## config.mk

```make
export PLATFORM = sky130hd
export DESIGN_NAME = axi_read_burst_engine
export DESIGN_NICKNAME = d
export VERILOG_FILES = /design/src/rtl/axi_vdma_pkg.sv /design/src/rtl/axi_read_burst_engine.sv
export SDC_FILE = /design/constraint.sdc
export NUM_CORES = 1
export LEC_CHECK = 0
export ABC_AREA = 1
export BUFFER_PORTS_ARGS = -buffer_cell sky130_fd_sc_hd__buf_2
export CAP_MARGIN = 10
export CORE_MARGIN = 2
export CORE_UTILIZATION = 51
export DETAILED_ROUTE_END_ITERATION = 10
export HOLD_SLACK_MARGIN = 0.03
export PLACE_DENSITY_LB_ADDON = 0.2
export SKIP_LAST_GASP = 1
export SYNTH_ARGS = -nofsm -noshare
export SYNTH_HDL_FRONTEND = slang
export SYNTH_SLANG_ARGS = --single-unit
```

## constraint.sdc

```tcl
create_clock -name clock -period 3.3 [get_ports clock]
set_clock_uncertainty 0.05 [all_clocks]
set_input_delay 0.165 -clock clock [delete_from_list [all_inputs] [get_ports clock]]
set_output_delay 0.165 -clock clock [all_outputs]
set_load 0.03 [all_outputs]
```

## src/rtl/axi_vdma_pkg.sv

```systemverilog
// Shared AXI constants and the read burst engine state type.
package axi_vdma_pkg;

  localparam logic [1:0] AXI_BURST_INCR  = 2'b01;
  localparam logic [1:0] AXI_RESP_SLVERR = 2'b10;
  localparam logic [1:0] AXI_RESP_DECERR = 2'b11;

  localparam int unsigned MAX_BEATS = 256;
  localparam int unsigned CNT_W     = $clog2(MAX_BEATS + 1);

  typedef enum logic [2:0] {
    ST_IDLE,
    ST_ACK,
    ST_ADDR,
    ST_DATA,
    ST_DONE
  } rd_state_t;

endpackage

```

## src/rtl/axi_read_burst_engine.sv

```systemverilog
// AXI4 read burst engine: acknowledges FIFO burst/tail requests, issues one
// AR at a time (max 256 beats each) from the frame buffer, pushes R beats
// into the read FIFO and pulses done. Owns the frame read address pointer.
// Optional feature macro: AXI_RRESP_CHK_EN (sticky rd_err on SLVERR/DECERR).
module axi_read_burst_engine
  import axi_vdma_pkg::*;
#(
  parameter int unsigned        ADDR_W      = 32,
  parameter int unsigned        DATA_W      = 64,
  parameter int unsigned        ID_W        = 4,
  parameter int unsigned        LSIZE       = 9,
  parameter logic [ADDR_W-1:0]  BASE_ADDR   = '0,
  parameter int unsigned        FRAME_BYTES = 2073600,
  parameter logic [ID_W-1:0]    ARID_VAL    = '0
) (
  input  logic              clock,
  input  logic              rst_n,
  input  logic              fsync,
  input  logic              burst_req,
  input  logic              tail_req,
  input  logic [LSIZE-1:0]  req_len,
  output logic              resp,
  output logic              done,
  output logic [ADDR_W-1:0] araddr,
  output logic [7:0]        arlen,
  output logic [2:0]        arsize,
  output logic [1:0]        arburst,
  output logic [ID_W-1:0]   arid,
  output logic              arvalid,
  input  logic              arready,
  input  logic [DATA_W-1:0] rdata,
  input  logic [1:0]        rresp,
  input  logic              rlast,
  input  logic [ID_W-1:0]   rid,
  input  logic              rvalid,
  output logic              rready,
  output logic              fifo_wr_en,
  output logic [DATA_W-1:0] fifo_wr_data,
  input  logic              fifo_full,
  output logic              rd_err
);

  localparam int unsigned       BPB       = DATA_W / 8;
  localparam int unsigned       BPB_LOG   = $clog2(BPB);
  localparam logic [ADDR_W-1:0] FRAME_END = BASE_ADDR + ADDR_W'(FRAME_BYTES);

  rd_state_t          st;
  logic [LSIZE-1:0]   remain;
  logic [CNT_W-1:0]   chunk;
  logic [CNT_W-1:0]   cur_chunk;
  logic [CNT_W-1:0]   beat_cnt;
  logic [ADDR_W-1:0]  addr_ptr;
  logic [ADDR_W-1:0]  ptr_sum;
  logic [ADDR_W-1:0]  ptr_next;
  logic               fsync_pend;
  logic               beat;
  logic               unused_inputs;

  assign arsize       = 3'(BPB_LOG);
  assign arburst      = AXI_BURST_INCR;
  assign arid         = ARID_VAL;
  assign rready       = (st == ST_DATA) && !fifo_full;
  assign beat         = rvalid && rready;
  assign fifo_wr_en   = beat;
  assign fifo_wr_data = rdata;

  // rlast and rid carry no control meaning: the beat counter is authoritative
  assign unused_inputs = ^{rlast, rid, rresp};

  // Next burst size and the wrapped pointer after the current burst
  always_comb begin
    chunk    = (32'(remain) > MAX_BEATS) ? CNT_W'(MAX_BEATS) : CNT_W'(remain);
    ptr_sum  = addr_ptr + (ADDR_W'(cur_chunk) << BPB_LOG);
    ptr_next = (ptr_sum >= FRAME_END) ? BASE_ADDR : ptr_sum;
  end

  // Request handshake, AR issue, beat counting and address pointer FSM
  always_ff @(posedge clock) begin
    if (!rst_n) begin
      st         <= ST_IDLE;
      resp       <= 1'b0;
      done       <= 1'b0;
      arvalid    <= 1'b0;
      araddr     <= '0;
      arlen      <= '0;
      remain     <= '0;
      cur_chunk  <= '0;
      beat_cnt   <= '0;
      addr_ptr   <= BASE_ADDR;
      fsync_pend <= 1'b0;
    end else begin
      resp <= 1'b0;
      done <= 1'b0;
      if (fsync && st != ST_IDLE) fsync_pend <= 1'b1;
      case (st)
        ST_IDLE: begin
          // fsync takes this cycle; a held request is served on the next one
          if (fsync) begin
            addr_ptr <= BASE_ADDR;
          end else if (burst_req || tail_req) begin
            remain <= req_len;
            st     <= ST_ACK;
          end
        end
        ST_ACK: begin
          resp <= 1'b1;
          st   <= (remain == '0) ? ST_DONE : ST_ADDR;
        end
        ST_ADDR: begin
          // First cycle loads the AR fields, which then stay frozen until arready
          if (!arvalid) begin
            arvalid   <= 1'b1;
            araddr    <= addr_ptr;
            arlen     <= 8'(chunk - 1'b1);
            cur_chunk <= chunk;
          end else if (arready) begin
            arvalid  <= 1'b0;
            beat_cnt <= cur_chunk;
            st       <= ST_DATA;
          end
        end
        ST_DATA: begin
          if (beat) begin
            beat_cnt <= beat_cnt - 1'b1;
            if (beat_cnt == CNT_W'(1)) begin
              remain   <= remain - LSIZE'(cur_chunk);
              addr_ptr <= ptr_next;
              st       <= (remain == LSIZE'(cur_chunk)) ? ST_DONE : ST_ADDR;
            end
          end
        end
        ST_DONE: begin
          done <= 1'b1;
          st   <= ST_IDLE;
          // A frame start seen during the transfer overrides its pointer update
          if (fsync_pend || fsync) begin
            addr_ptr   <= BASE_ADDR;
            fsync_pend <= 1'b0;
          end
        end
        default: st <= ST_IDLE;
      endcase
    end
  end

`ifdef AXI_RRESP_CHK_EN
  logic err_q;

  // Sticky error on any accepted SLVERR/DECERR beat; cleared by fsync in IDLE
  always_ff @(posedge clock) begin
    if (!rst_n) begin
      err_q <= 1'b0;
    end else if (st == ST_IDLE && fsync) begin
      err_q <= 1'b0;
    end else if (beat && (rresp == AXI_RESP_SLVERR || rresp == AXI_RESP_DECERR)) begin
      err_q <= 1'b1;
    end
  end

  assign rd_err = err_q;
`else
  assign rd_err = 1'b0;
`endif

endmodule
```

* After elaboration in Yosys (flattened, before gate mapping)
Cells that the tools add are included.
** Storage, ports and cells
- Register bits :: 106
- Word-level logic and storage cells :: 81
- Output and inout port bits :: 119
- Input bits :: 88
** Cells by class
- Reduce and logical (&&, ||, !) cells :: 17
- Equality and inequality tests :: 14
- Bitwise gates (word level) :: 1
- Multiplexer cells :: 32
- $add $sub $neg :: 4
- Order comparisons :: 2
** Operators by type and width (count)
- $mux 32 :: 5
- $pmux 32 s3 :: 1
- $mux 9 :: 8
- $pmux 9 s2 :: 2
- $add 32x12->32 :: 1
- $ge 32x21->1 const B :: 1
- $mux 3 :: 8
- $ne 2x2->1 const B :: 7
- $pmux 3 s4 :: 1
- $reduce_and 5->1 :: 2
- $eq 9x1->1 const B :: 1
- $eq 9x9->1 :: 1
- $gt 9x9->1 const B :: 1
- $logic_not 9->1 :: 1
- $sub 9x1->9 const B :: 1
- $sub 9x9->9 :: 1
- $sub 8x1->8 const B :: 1
- $mux 1 :: 7
- $eq 3x2->1 const B :: 2
- $reduce_and 6->1 :: 1
- $reduce_bool 3->1 :: 2
- $reduce_and 4->1 :: 1
- $reduce_bool 2->1 :: 2
- $eq 3x1->1 const B :: 1
- 8 further kinds :: 11

* Longest topological paths before layout
- Depth after elaboration :: 6
- Mapped depth :: 19
- Mapped depth without buffers :: 18

* Least setup slack after synthesis
OpenSTA, ideal clock, no wires.
- Kind :: register to register
- From :: register cur_chunk[0]
- To :: register addr_ptr[10]
- Cell stages (with the launch flop) :: 18
- Library setup time :: 138 ps
- Path buffers :: 1
- Clock period less this slack :: 2405 ps
- Setup slack :: 895 ps
- Arrival time :: 2218 ps
- Data required time :: 3112 ps
- Path through :: dfxtp_1 -> ha_1 -> inv_1 -> fa_1 -> inv_1 -> nand2_1 -> nand2_1 -> and2_1 -> nand2_1 -> nand3_2 -> nand2_1 -> nand2_1 -> nand3_1 -> nor2_1 -> nand3_2 -> buf_6 -> nand3_2 -> a21oi_2
** Between the ends
- Word-level cells in the longest chain between the ends :: 6
** RTL lines
- start: declaration :: RTL line axi_read_burst_engine.sv:50 : logic [CNT_W-1:0] cur_chunk;
- start signal: assignment :: RTL line axi_read_burst_engine.sv:115 : cur_chunk <= chunk;
- $add 32x12->32 (*) :: RTL line axi_read_burst_engine.sv:73 : ptr_sum = addr_ptr + (ADDR_W'(cur_chunk) << BPB_LOG);
- $ge 32x21->1 :: RTL line axi_read_burst_engine.sv:74 : ptr_next = (ptr_sum >= FRAME_END) ? BASE_ADDR : ptr_sum;
- $mux 32 (*) :: RTL line axi_read_burst_engine.sv:74
- $mux 32 (*) :: RTL line axi_read_burst_engine.sv:125 : if (beat_cnt == CNT_W'(1)) begin
- $mux 32 (*) :: RTL line axi_read_burst_engine.sv:123 : if (beat) begin
- $pmux 32 s3 (*) :: RTL line axi_read_burst_engine.sv:95 : case (st)
- end signal: assignment :: RTL line axi_read_burst_engine.sv:127 : addr_ptr <= ptr_next;
- end: declaration :: RTL line axi_read_burst_engine.sv:52 : logic [ADDR_W-1:0] addr_ptr;
Every way passes the cells marked *; elsewhere a longest branch is shown, timed or not. The select of a mux whose other input is x is not followed.
A chain may end at the register's enable or synchronous reset.

* Worst setup path in the final report
- From :: register cur_chunk[0]
- To :: register addr_ptr[3]
Same word-level chain as after synthesis.

==> flow_summary_export.csv <==
group,metric,value,unit
setup_path,reg2reg_to,"addr_ptr[3]",
timing,timing.fmax,0.341,GHz
floorplan,core,12600,sq um
grt,grt_max_degree,73,
worst_hold_path,hold-path-cell-count,3,
grt,grt-ovfl-total,0,
clocking,numCtsBuffers,9,
clocking,cts_buffer_depth,2,
timing,grt_setup_unrepaired,"false",
setup_path,crit_fanout,18,
timing,slew_headroom,36.9,%
route,drc,0,
final_layout,fin_area,6800,sq um
yosys,syn_inst,979,
grt,grt_use_total,25.1,%
grt,grt_use_met2,36.1,%
final_layout,nNetsFinal,1079,
timing,tightest_slew,0.941,ns
setup_path,cp.buffers_inverters,2,
grt,grt_antenna_before_repair,0,
floorplan,die-width,117,um
pwr,irDropWorstVdd,0.000477,V
setup_path,start_kind,"register",
grt,top_usage_layer,"met1",
floorplan,initial_core_util,52.1,%
floorplan,rows,41,
floorplan,die_area,13800,sq um
clocking,htreeDepth,3,
clocking,clk_pin_slew_worst_paths,0.08,ns
yosys,synth_seq_area_share,30.6,%
timing,fin_tns_setup,0,ns
route,viasPerCell,5.18,
placed_design,gp_congestion,0.938,
yosys,yosysWarnings,0,
final_layout,synthToLayoutAreaGrowth,3.82,%
grt,grt_pass1_wl,26.7,mm
clocking,clk_latency,0.36,ns
setup_path,cp.arrival,3.14,ns
placed_design,placed_area,6500,sq um
run,maxCapViolCount,0,
setup_path,r2r-start,"cur_chunk[0]",
grt,met3_usage,4.89,%
final_layout,insertedDiodeCount,0,
timing,drv_slew,0,
route,vias,5940,
placed_design,dp_hpwl,12.4,mm
timing,fin_crit,2.93,ns
setup_path,cp.required,3.51,ns
timing,hold_viol_final,0,
route,drt_iter0_drc,416,
route,drt_wl_total,16.7,mm
timing,timing.final.crit_share,88.8,%
clocking,cts_root_buf,"clkbuf_16",
worst_hold_path,min-delay-start,"fsync",
yosys,synth_area_per_cell,6.69,sq um
floorplan,io_pins,207,
route,wl_per_cell,14.6,um
floorplan,die_h,117,um
pwr,p_leak,3.17,nW
yosys,ys_ff_latch,100,
setup_path,cp_slowest_cell,"dfxtp_1",
worst_hold_path,min_to,"fsync_pend",
clocking,post_cts_resized,0,
yosys,synthDistinctLibCells,41,
setup_path,rr_worst_depth,17,
final_layout,drive_above_1_share,14.1,%
setup_path,crit_family,"simple AND/OR/NAND/NOR gates",
pwr,power_density,757,nW/um^2
setup_path,worst_setup_path_end_kind,"register",
placed_design,io_buffers,58,
timing,setup_viol,0,
outcome,status,"complete, no violations",
clocking,post-cts-setup-buffer-count,0,
grt,grt_use_met1,36.9,%
setup_path,cp_slowest_stage_delay,0.41,ns
route,detail-route-antenna-nets,0,
clocking,cts_tree,"built",
clocking,cts_hold_buf,0,
yosys,synth_area,6550,sq um
setup_path,path_common_cell,"nand2_1",
worst_hold_path,hold_path_class,"in -> reg",
clocking,cts.sinks,100,
route,firstDrtPassIters,5,
grt,grt_pass1_vias,5416,
setup_path,crit_chain,"ha_1 -> inv_1 -> fa_1 -> inv_1 -> nand2_1 -> nand2_1 -> and2_1 -> nand2_1 -> nand3_2 -> nand3_1 -> nand2_1 -> nand2_1 -> nor2_1 -> nand2_2 -> nor2_8 -> nand3_1 -> a21oi_1",
setup_path,worstSetupPathType,"reg -> reg",
setup_path,r2r_setup_slack,0.37,ns
metal layers:
layer  vias up  wire length (um)
li1       3050                 -
met1      2655              8430
met2       198              6780
met3        37              1100
met4         0               371
met5         -                 0
worst max path at each step:
stage	slack [ns]	depth (start not counted)	start	to
floorplan	0.89	17	cur_chunk[0]	addr_ptr[10]
global placement	0.51	17	cur_chunk[0]	addr_ptr[3]
detailed placement	0.42	17	cur_chunk[0]	addr_ptr[3]
CTS	0.37	17	cur_chunk[0]	addr_ptr[19]
global route	0.13	17	cur_chunk[0]	addr_ptr[19]
finish	0.37	17	cur_chunk[0]	addr_ptr[3]
worst min-delay path: cells and delay by family:
family	cells	cell delay (ns)
AO/OA/AOI/OAI	2	0.19
buffers and inverters	1	0.11
sequential cells by signal (all words and copies together) (netlist names):
| name | count |
|---|---|
| st | 3 |
| done | 1 |
| arvalid | 1 |
| beat_cnt | 9 |
| cur_chunk | 9 |
| resp | 1 |
| fsync_pend | 1 |
| araddr | 29 |
| remain | 9 |
| arlen | 8 |
| addr_ptr | 29 |
cell usage in the layout (no fill, tap or decap), types with 15 or more instances in the layout:
cell type / Yosys / routed
buf_2: 4 / 58
buf_4: 77 / 15
nand3_2: 15 / 15
ha_1: 20 / 20
o21ai_0: 64 / 64
nand2_1: 205 / 205
inv_1: 109 / 109
dfxtp_1: 100 / 100
nor2_1: 120 / 120
a21oi_1: 75 / 75
nand3_1: 53 / 53
synth_stat cells (all sizes together):
master    n  area [sq um]
clkinv    3          11.3
conb      2          7.51
xor2      7          61.3
o21a      2          15.0
clkbuf   22          82.6
nand3    68           415
nand3b    1          7.51
nor3     16          90.1
a31oi     3          18.8
a21boi    1          7.51
nand4     9          56.3
o21ai    64           320
and2      5          33.8
a211oi   14           105
o221ai    4          35.0
o22ai     1          6.26
nor2    128           524
inv     111           417
ha       20           250
dfxtp   100          2000
or2       3          18.8
fa        2          40.0
xnor2    10          87.6
nand2   212           813
a21oi    85           463
buf      83           629
o211ai    3          27.5
where the power goes:
group	switching, mW	leakage (nW)	internal (mW)	total [mW]
clock network	0.530	0.146	0.532	1.06
registers	0.170	0.812	1.45	1.62
logic	1.65	2.21	0.805	2.46
kinds of logic (layout without fill, tap and decap cells):
| family | count (synthesis) | after routing | synth area share (%) |
|---|---|---|---|
| AO/OA/AOI/OAI | 177 | 177 | 15.3 |
| adder cells (fa/ha/maj) | 22 | 22 | 4.43 |
| buffers and inverters | 219 | 203 | 17.4 |
| AND/OR/NAND/NOR | 442 | 442 | 29.9 |
| XOR/XNOR | 17 | 17 | 2.27 |
| flip-flops | 100 | 100 | 30.6 |
| other | 2 | 13 | 0.115 |
layout make-up:
class | instances | area, sq um
flip-flops and latches | 100 | 2000
well taps | 172 | 215
clock inverters | 7 | 72.6
multi-input cells | 671 | 3450
repair buffers | 73 | 403
clock buffers | 9 | 225
fillers | 1287 | 5770
inverters | 114 | 428
stage by stage:
step                utilization (%)  power, mW  hold slack, ns  setup slack (ns)  instances
finish                         54.1       5.14           0.101             0.371       1146
global route                   54.1       5.54           0.106             0.132       1146
CTS                            54.1       5.14          0.0833             0.370       1146
detailed placement             51.7       4.07           0.280             0.417       1130
global placement               51.7       4.07           0.280             0.514       1130
floorplan                         -       3.60           0.331             0.895        990
Power figures use the tool's default switching activity.
